[src/rtl/exit_status_ctrl.sv]
// APB-controlled test-exit block: software or a watchdog ends the test, the block
// drains for DRAIN_CYCLES so stdout can flush, then raises done with the final status.
module exit_status_ctrl #(
    parameter int unsigned DRAIN_CYCLES = 16,
    parameter int unsigned CNT_WIDTH    = 32
) (
    input  logic        clk,
    input  logic        rst,
    input  logic [3:0]  paddr,
    input  logic        psel,
    input  logic        penable,
    input  logic        pwrite,
    input  logic [31:0] pwdata,
    output logic [31:0] prdata,
    output logic        pready,
    output logic        pslverr,
    output logic        done,
    output logic [1:0]  status,
    output logic [30:0] exit_code
);

    localparam int unsigned DW = 8;

    localparam logic [1:0] REG_CTRL    = 2'd0;
    localparam logic [1:0] REG_TIMEOUT = 2'd1;
    localparam logic [1:0] REG_EXIT    = 2'd2;
    localparam logic [1:0] REG_STAT    = 2'd3;

    localparam logic [1:0] ST_SUCCESS = 2'b01;
    localparam logic [1:0] ST_FAIL    = 2'b10;
    localparam logic [1:0] ST_TIMEOUT = 2'b11;

    typedef enum logic [1:0] {
        IDLE  = 2'd0,
        RUN   = 2'd1,
        DRAIN = 2'd2,
        DONE  = 2'd3
    } state_t;

    state_t                 state_q, state_d;
    logic                   wdg_en;
    logic [CNT_WIDTH-1:0]   timeout;
    logic [CNT_WIDTH-1:0]   cycle_cnt;
    logic [CNT_WIDTH:0]     cnt_inc;
    logic [DW-1:0]          drain_cnt;
    logic [1:0]             status_q;
    logic [30:0]            code_q;
    logic [31:0]            rdata;
    logic                   unused_addr;

    logic access, wr, ctrl_wr, tmo_wr, start_req, exit_req, timeout_hit;
    logic go_run, go_exit, go_tmo, drain_dec;

    assign unused_addr = ^paddr[1:0];

    // APB decode: an access is the psel&penable phase
    assign access    = psel & penable;
    assign wr        = access & pwrite;
    assign ctrl_wr   = wr && (paddr[3:2] == REG_CTRL);
    assign tmo_wr    = wr && (paddr[3:2] == REG_TIMEOUT);
    assign start_req = ctrl_wr & pwdata[1];
    assign exit_req  = wr && (paddr[3:2] == REG_EXIT) && pwdata[0];

    // Compare one cycle ahead so DRAIN starts on the edge cycle_cnt reaches TIMEOUT
    assign cnt_inc     = {1'b0, cycle_cnt} + (CNT_WIDTH+1)'(1);
    assign timeout_hit = wdg_en && (timeout != '0) && (cnt_inc >= {1'b0, timeout});

    always_comb begin
        state_d   = state_q;
        go_run    = 1'b0;
        go_exit   = 1'b0;
        go_tmo    = 1'b0;
        drain_dec = 1'b0;
        case (state_q)
            IDLE: begin
                if (start_req) begin
                    state_d = RUN;
                    go_run  = 1'b1;
                end
            end
            RUN: begin
                if (exit_req) begin
                    state_d = DRAIN;
                    go_exit = 1'b1;
                end else if (timeout_hit) begin
                    state_d = DRAIN;
                    go_tmo  = 1'b1;
                end
            end
            DRAIN: begin
                if (drain_cnt == DW'(1)) state_d = DONE;
                else                     drain_dec = 1'b1;
            end
            DONE:    state_d = DONE;
            default: state_d = IDLE;
        endcase
    end

    always_ff @(posedge clk) begin
        if (rst) begin
            state_q   <= IDLE;
            wdg_en    <= 1'b0;
            timeout   <= '0;
            cycle_cnt <= '0;
            drain_cnt <= '0;
            status_q  <= 2'b00;
            code_q    <= '0;
        end else begin
            state_q <= state_d;
            if (ctrl_wr) wdg_en  <= pwdata[0];
            if (tmo_wr)  timeout <= CNT_WIDTH'(pwdata);

            if (go_run)
                cycle_cnt <= '0;
            else if (state_q == RUN && cycle_cnt != '1)
                cycle_cnt <= cycle_cnt + CNT_WIDTH'(1);

            if (go_exit) begin
                code_q    <= pwdata[31:1];
                status_q  <= (pwdata[31:1] == 31'd0) ? ST_SUCCESS : ST_FAIL;
                drain_cnt <= DW'(DRAIN_CYCLES);
            end else if (go_tmo) begin
                code_q    <= '0;
                status_q  <= ST_TIMEOUT;
                drain_cnt <= DW'(DRAIN_CYCLES);
            end else if (drain_dec) begin
                drain_cnt <= drain_cnt - DW'(1);
            end
        end
    end

    // Final result is only visible once the drain has completed
    assign done      = (state_q == DONE);
    assign status    = done ? status_q : 2'b00;
    assign exit_code = done ? code_q : 31'd0;

    always_comb begin
        rdata = '0;
        case (paddr[3:2])
            REG_CTRL:    rdata = 32'(wdg_en);
            REG_TIMEOUT: rdata = 32'(timeout);
            REG_EXIT:    rdata = '0;
            REG_STAT:    rdata = {24'(cycle_cnt), 4'b0000, status, state_q};
            default:     rdata = '0;
        endcase
    end

    assign prdata  = (access && !pwrite) ? rdata : 32'd0;
    assign pslverr = wr && (paddr[3:2] == REG_STAT);
    assign pready  = 1'b1;

endmodule
[config.mk]
export PLATFORM = sky130hd
export DESIGN_NAME = exit_status_ctrl
export DESIGN_NICKNAME = d
export VERILOG_FILES = /design/src/rtl/exit_status_ctrl.sv
export SDC_FILE = /design/constraint.sdc
export NUM_CORES = 1
export LEC_CHECK = 0
export BUFFER_PORTS_ARGS = -buffer_cell sky130_fd_sc_hd__buf_4
export CAP_MARGIN = 0
export CORE_MARGIN = 1.5
export CORE_UTILIZATION = 34
export DETAILED_ROUTE_END_ITERATION = 12
export PLACE_DENSITY = 0.55
export SETUP_SLACK_MARGIN = 0.4
export SLEW_MARGIN = 20
export SYNTH_ARGS = -nofsm -noshare
export SYNTH_HDL_FRONTEND = slang
export SYNTH_SLANG_ARGS = --single-unit
[constraint.sdc]
create_clock -name clk -period 3.85 [get_ports clk]
set_input_delay 0.385 -clock clk [delete_from_list [all_inputs] [get_ports clk]]
set_output_delay 0.385 -clock clk [all_outputs]
set_load 0.1 [all_outputs]
==> impl_metrics.json, run 1 <==
{
  "finalHoldViolations": 0,
  "highest_layer": "met4",
  "worstPathRequired_ns": 4.10,
  "syn_inst": 777,
  "grt_pass1_wl_um": 29700,
  "syn_area_per_cell_sq_um": 7.99,
  "r2r-start": "cycle_cnt[12]$_SDFFE_PP0P_",
  "synth_fp_nets": 853,
  "ant_nets": 0,
  "dpl-instance-area_sq_mm": 0.00761,
  "path_max_fanout": 16,
  "place_congestion": 0.851,
  "pwr_density_cell_mw_per_mm2": 296,
  "cts_sinks": 108,
  "synth_edf_count": 0,
  "synth-seq-cells": 108,
  "synth_top_area_share_pct": 34.8,
  "whs_ns": 0.244,
  "drive_gt1_share_pct": 25.6,
  "synth_top_family_by_area": "simple AND/OR/NAND/NOR gates",
  "wl_per_cell_um": 16.2,
  "ys_seq_area_share_pct": 34.8,
  "numCtsBuffers": 9,
  "grt_setup_unrepaired": "yes",
  "met1Wirelength_um": 8920,
  "synth_xor_area_share_pct": 9.31,
  "drcViolationCount": 0,
  "drt_wl_total_um": 18600,
  "final_max_slew_viol_count": 0,
  "synth.distinct_cells": 52,
  "syn2layout_area_growth_pct": 31.2,
  "die_area_sq_mm": 0.0191,
  "ctsHoldBuffers": 0,
  "worst_slack_ns": -0.0727,
  "met3_length_um": 655,
  "start_kind": "flip-flop",
  "synth_mux_area_share_pct": 4.69,
  "cpLargestDelayFamily": "simple AND/OR/NAND/NOR gates",
  "worst_clock_skew_ns": 0.0106,
  "cp_data_arrival_time_ns": 4.18,
  "worst_slew_pin_slew_ns": 1.05,
  "cp-startpoint": "cycle_cnt[12]$_SDFFE_PP0P_",
  "antenna_found_initial": 0,
  "min_from": "pwdata[18]",
  "cts.htree.levels": 3,
  "vias_per_cell": 5.09,
  "synthAdderAreaFrac_pct": 7.05,
  "ys_async_sr_fraction_pct": 0,
  "hpwl_um": 13600,
  "root_buffer": "clkbuf_16",
  "tritoncts": "done",
  "ff_latch_area_sq_mm": 0.00218,
  "first_iter_violations": 300,
  "yosysWarnings": 0,
  "grt_max_degree": 50,
  "ys_top_cells_by_area": "dfxtp_1 35%, ha_1 7.1%, nand2_1 6.4%, nor2_1 5.6%, xnor2_1 4.9%",
  "synthFlopType": "dfxtp_1",
  "vias": 5848,
  "coreArea_sq_mm": 0.0180,
  "nets": 992,
  "netlist_area_sq_mm": 0.00621,
  "io_pins": 109,
  "ir_drop_mv": 0.233,
  "grt_pass1_vias": 5483,
  "worstSetupEndpointType": "flip-flop",
  "die_y_um": 138,
  "min-delay-path-class": "in2reg",
  "max_stage_delay_ns": 0.60,
  "status": "complete, but fails checks",
  "multi_input_area_sq_mm": 0.00387,
  "io_buffers": 105,
  "fmax_mhz": 255,
  "crit_type": "reg2reg",
  "violations": "setup timing",
  "yosysTopAreaCell": "dfxtp_1",
  "fp.dieW_um": 138,
  "ctsLongestPathBuffers": 2,
  "pre_cts_slack_ns": -0.0780,
  "grt-ovfl-total": 0,
  "drt_first_pass_iters": 4,
  "fillCellCount": 1830,
  "dp.cells": 1120,
  "grtUsageTotal_pct": 19.4,
  "worstPathCellList": "nand3_2, or4_4, nor4_4, nand4_1, buf_4, nor2_2, xnor2_1, ha_1, nand3_2, or4_4, o41ai_4, nor3_4, buf_12, a22o_1",
  "drv_cap": 0,
  "met2WireLength_um": 8760,
  "min_period_ns": 3.92,
  "worstSkewPairLatency_ns": 0.37,
  "slew_headroom_pct": 29.5,
  "stdcell_area_sq_mm": 0.00815,
  "setup_viol": 32,
  "crit_slowest_cell": "or4_4",
  "path_clk_slew_ns": 0.08,
  "synth-simple-area-share_pct": 26.2,
  "power_leakage_uw": 0.00350,
  "fin_crit_sh_pct": 102,
  "rows": 49,
  "synth_compound_area_share_pct": 12.0,
  "critPathBufInv": 2,
  "instances_no_fill": 1150,
  "diodes": 0,
  "start_util_pct": 34.6
}
[cell type report]
class	count	area share, %
Multi-Input combinational cell	581	47.4
Sequential cell	108	26.7
Timing Repair Buffer	175	16.7
Tap cell	229	3.52
Clock buffer	10	2.93
Inverter	41	1.89
Clock inverter	6	0.798
[cell usage after synthesis (18+ instances only)]
| cell type | number |
|---|---|
| nand4_1 | 19 |
| a21oi_1 | 53 |
| mux2i_1 | 28 |
| ha_1 | 35 |
| clkbuf_1 | 36 |
| nor2_1 | 93 |
| nor4_1 | 18 |
| nand3_1 | 18 |
| a22o_1 | 31 |
| and3_1 | 33 |
| nor3_1 | 25 |
| xnor2_1 | 35 |
| inv_1 | 41 |
| nand2_1 | 106 |
| xor2_1 | 31 |
| dfxtp_1 | 108 |
[where the power goes]
group	switching [uW]	total [uW]	internal, uW
logic	195	309	113
clock network	477	954	477
registers	20.3	1150	1130
[routing by layer]
layer	up-vias	global-route usage, %
li1	2968	-
met1	2774	26.5
met2	87	31.6
met3	19	3.78
met4	0	4.76
met5	-	0
[worst reg2reg max path, stage by stage, from the launching register on]
cell     delay, ns
dfxtp_2       0.34
nand3_2       0.09
or4_4         0.57
nor4_4        0.38
nand4_1       0.21
buf_4         0.19
nor2_2        0.11
xnor2_1       0.09
ha_1          0.29
nand3_2       0.08
or4_4         0.60
o41ai_4       0.32
nor3_4        0.13
buf_12        0.19
a22o_1        0.23
[registers in the layout (all words and copies together), names as in the netlist]
signal     count
code_q        31
cycle_cnt     32
drain_cnt      8
state_q        2
status_q       2
timeout       32
wdg_en         1
[logic make-up after synthesis]
| kind of cell | after synthesis |
|---|---|
| flops | 108 |
| mux | 29 |
| buf+inv | 88 |
| simple gates | 339 |
| fa+ha+maj | 35 |
| xor+xnor | 66 |
| compound gates | 111 |
| other cells | 1 |
[placed cells by master (no fill, tap or decap), types with 5 or more instances in the layout]
master     count
xnor2_1       35
clkbuf_16     10
buf_6          5
nand4_1       19
a22o_1        31
a21oi_1       53
o21ai_0        7
ha_1          35
nor4_1        17
dfxtp_1      101
inv_1         41
nand3_1       13
nand2_1      106
dfxtp_2        5
nor3_1        22
buf_4        168
and3_1        33
nand2b_1       5
nor2_1        90
xor2_1        31
mux2i_1       28
[repair_timing]
action / in CTS / in global routing
hold endpoints to repair: 0 / 0
pin swaps: 2 / 18
endpoints found under the setup margin: 43 / 43
gates resized for setup: 10 / 14
buffers inserted: 5 / 7
cloned: 1 / 1
[path summary, 6_finish.rpt]
| kind | to | cells past startpoint | slack [ns] |
|---|---|---|---|
| worst min-delay path | code_q[17]$_SDFFE_PP0P_ | 2 | 0.24 |
| worst max-delay path | code_q[0]$_SDFFE_PP0P_ | 14 | -0.07 |
| worst min register to register | status_q[1]$_SDFFE_PP0P_ | 1 | 0.46 |
| worst max register to register | code_q[0]$_SDFFE_PP0P_ | 14 | -0.07 |
[metrics by stage]
step / utilization [%] / total power (uW) / setup TNS [ns]
after detailed placement: 42.4 / 1450 / -0.0818
after CTS: 44.7 / 2420 / -0.000354
after floorplan: - / 1340 / 0
final: 45.4 / 2410 / -1.65
after global routing: 45.4 / 2510 / -8.60
after global placement: 42.3 / 1450 / 0
(Power assumes the default switching activity.)
==> inputs of run 2 (changes only) <==
--- a/config.mk
+++ b/config.mk
@@ -11,7 +11,7 @@
 export CORE_UTILIZATION = 34
 export DETAILED_ROUTE_END_ITERATION = 12
 export PLACE_DENSITY = 0.55
-export SETUP_SLACK_MARGIN = 0.4
+export SETUP_SLACK_MARGIN = 0.02
 export SLEW_MARGIN = 20
 export SYNTH_ARGS = -nofsm -noshare
 export SYNTH_HDL_FRONTEND = slang
==> run 2 against run 1 <==
Compared with the run above:
- the run still ends with setup timing left
- clock-buffer cell count decreased by 1
- global-route usage shrank 0.074 points
- via count increased by 0.21%
- die area unchanged
- cell count increased by 0.70%
- first-iteration DRC count grew 21%
- clock skew shrank 0.0013 ns
- clock power rose by 5%
- power grew 1.8%
- combinational power about the same
- largest power group unchanged
- highest routed layer unchanged
==> impl_metrics.json, run 2 (synthesized netlist as in run 1, its figures left out) <==
{
  "first_iter_violations": 362,
  "hold_depth": 2,
  "pwr-share-seq_pct": 46.6,
  "clockPowerShare_pct": 40.8,
  "tritoncts": "done",
  "ir_drop_mv": 0.232,
  "drt_wl_total_um": 19000,
  "place_congestion": 0.853,
  "antenna_found_initial": 0,
  "drt_first_pass_iters": 5,
  "stdcell_area_sq_mm": 0.00819,
  "cts.htree.levels": 3,
  "top_regs": "cycle_cnt: 32 flops, timeout: 32 flops, code_q: 31 flops",
  "setup_viol": 2,
  "grt_pass1_wl_um": 29500,
  "swShare_pct": 28.4,
  "numCtsBuffers": 9,
  "diodes": 0,
  "power_frac_comb_pct": 12.6,
  "rows": 49,
  "r2r-start": "cycle_cnt[11]$_SDFFE_PP0P_",
  "grt_max_degree": 50,
  "worst_slew_pin_slew_ns": 0.758,
  "worstSetupEndpointType": "flip-flop",
  "cts_sinks": 108,
  "drv_cap": 0,
  "ctsHoldBuffers": 0,
  "fin_tns_setup_ns": -0.00513,
  "min_from": "pwdata[11]",
  "nets": 1000,
  "whs_ns": 0.249,
  "vias_per_cell": 5.06,
  "vias": 5860,
  "wl_per_cell_um": 16.4,
  "die_area_sq_mm": 0.0191,
  "final_max_slew_viol_count": 0,
  "grt-ovfl-total": 0,
  "io_pins": 109,
  "path_max_fanout": 8,
  "syn2layout_area_growth_pct": 31.8,
  "ctsLongestPathBuffers": 2,
  "fmax_mhz": 259,
  "final_common_cell": "buf_4",
  "power_leakage_uw": 0.00351,
  "crit_type": "reg2reg",
  "coreArea_sq_mm": 0.0180,
  "die_y_um": 138,
  "fin_crit_sh_pct": 100,
  "worst_clock_skew_ns": 0.00936,
  "pwr_density_cell_mw_per_mm2": 299,
  "fp.dieW_um": 138,
  "grt_setup_unrepaired": "yes",
  "io_buffers": 105,
  "worstSkewPairLatency_ns": 0.37,
  "status": "complete, but fails checks",
  "worst_r2r_endpoint": "code_q[0]$_SDFFE_PP0P_",
  "internal_power_uw": 1760,
  "reg2reg_slack_ns": -0.004,
  "ant_nets": 0,
  "start_kind": "flip-flop",
  "worstPathRequired_ns": 4.16,
  "dpl-instance-area_sq_mm": 0.00762,
  "min-delay-path-class": "in2reg",
  "finalHoldViolations": 0,
  "worst_slack_ns": -0.00418,
  "root_buffer": "clkbuf_16",
  "drcViolationCount": 0,
  "violations": "setup timing",
  "min_period_ns": 3.85,
  "path_clk_slew_ns": 0.08,
  "rr_worst_depth": 16,
  "drive_gt1_share_pct": 26.2,
  "grt_pass1_vias": 5607,
  "hpwl_um": 13700,
  "start_util_pct": 34.6,
  "grtUsageTotal_pct": 19.3,
  "hold_end": "code_q[10]$_SDFFE_PP0P_",
  "final_cell_mix": "179 x buf_4, 106 x nand2_1, 103 x dfxtp_1",
  "switchingPower_uw": 696,
  "cp_data_arrival_time_ns": 4.16,
  "slew_headroom_pct": 49.5
}
==> run 2: changes by cell type in the layout (fill, tap and decap cells not counted), moves of 2 or more <==
cell	previous run	this run
dfxtp_4	2	0
buf_6	5	2
nor3_2	2	4
buf_4	168	179
dfxtp_1	101	103
==> run 2: power groups by stage <==
stage	sequential (uW)	clock, uW	combinational (uW)
finish	1140	1000	309
global route	1140	1070	337
CTS	1140	1030	294
detailed placement	1170	0	284
global placement	1170	0	283
floorplan	1160	0	168
==> run 2: timing repair <==
item                       CTS  global route
gates cloned                 0             2
resized for setup           11            26
setup endpoints to repair   39            43
pin swaps                    2            12
buffers inserted             2             6
==> run 2: worst max path at each step <==
| stage | startpoint | endpoint | depth (start not counted) |
|---|---|---|---|
| after detailed placement | cycle_cnt[12]$_SDFFE_PP0P_ | code_q[16]$_SDFFE_PP0P_ | 15 |
| final | cycle_cnt[11]$_SDFFE_PP0P_ | code_q[0]$_SDFFE_PP0P_ | 16 |
| after global routing | cycle_cnt[12]$_SDFFE_PP0P_ | code_q[11]$_SDFFE_PP0P_ | 16 |
| after floorplan | cycle_cnt[18]$_SDFFE_PP0P_ | code_q[10]$_SDFFE_PP0P_ | 15 |
| after CTS | cycle_cnt[12]$_SDFFE_PP0P_ | code_q[7]$_SDFFE_PP0P_ | 15 |
| after global placement | cycle_cnt[12]$_SDFFE_PP0P_ | code_q[18]$_SDFFE_PP0P_ | 15 |
==> run 2: metal layers <==
layer / wire, um / global-route usage, % / part of all wire (%) / vias to the layer above
met2: 8900 / 31.7 / 47 / 114
met4: 283 / 4.54 / 1.5 / 0
met3: 730 / 4.09 / 3.9 / 17
li1: - / - / - / 2970
met5: 0 / 0 / 0 / -
met1: 9050 / 26.1 / 48 / 2759
==> run 2: metrics by stage <==
| stage | setup slack (ns) | std cells | power [uW] | util, % |
|---|---|---|---|---|
| final | -0.00418 | 1158 | 2450 | 45.6 |
| after global routing | -0.177 | 1158 | 2550 | 45.6 |
| after CTS | 0.0109 | 1150 | 2460 | 44.6 |
| after detailed placement | -0.102 | 1132 | 1450 | 42.4 |
| after global placement | -0.0881 | 1132 | 1450 | 42.4 |
| after floorplan | 0.0219 | 777 | 1330 | - |
==> run 2: layout make-up <==
type	count	area, sq um
clock buffers	9	225
clock inverters	7	92.6
fillers	1843	9770
inverters	41	154
multi-input cells	581	3850
flip-flops and latches	108	2170
well taps	229	287
repair buffers	183	1410
==> run 2: worst max-delay path, stage by stage, from the launching register on <==
cell and delay, ns:
dfxtp_2 0.34, nand3_2 0.08, or4_4 0.58, buf_4 0.16, nor4_4 0.19, and2_4 0.20, nand3_1 0.09, xnor2_1 0.15
ha_1 0.29, buf_4 0.14, a21oi_1 0.12, o221ai_1 0.16, a32o_2 0.29, o21a_2 0.24, nor3_4 0.38, clkbuf_16 0.25
a22o_1 0.14
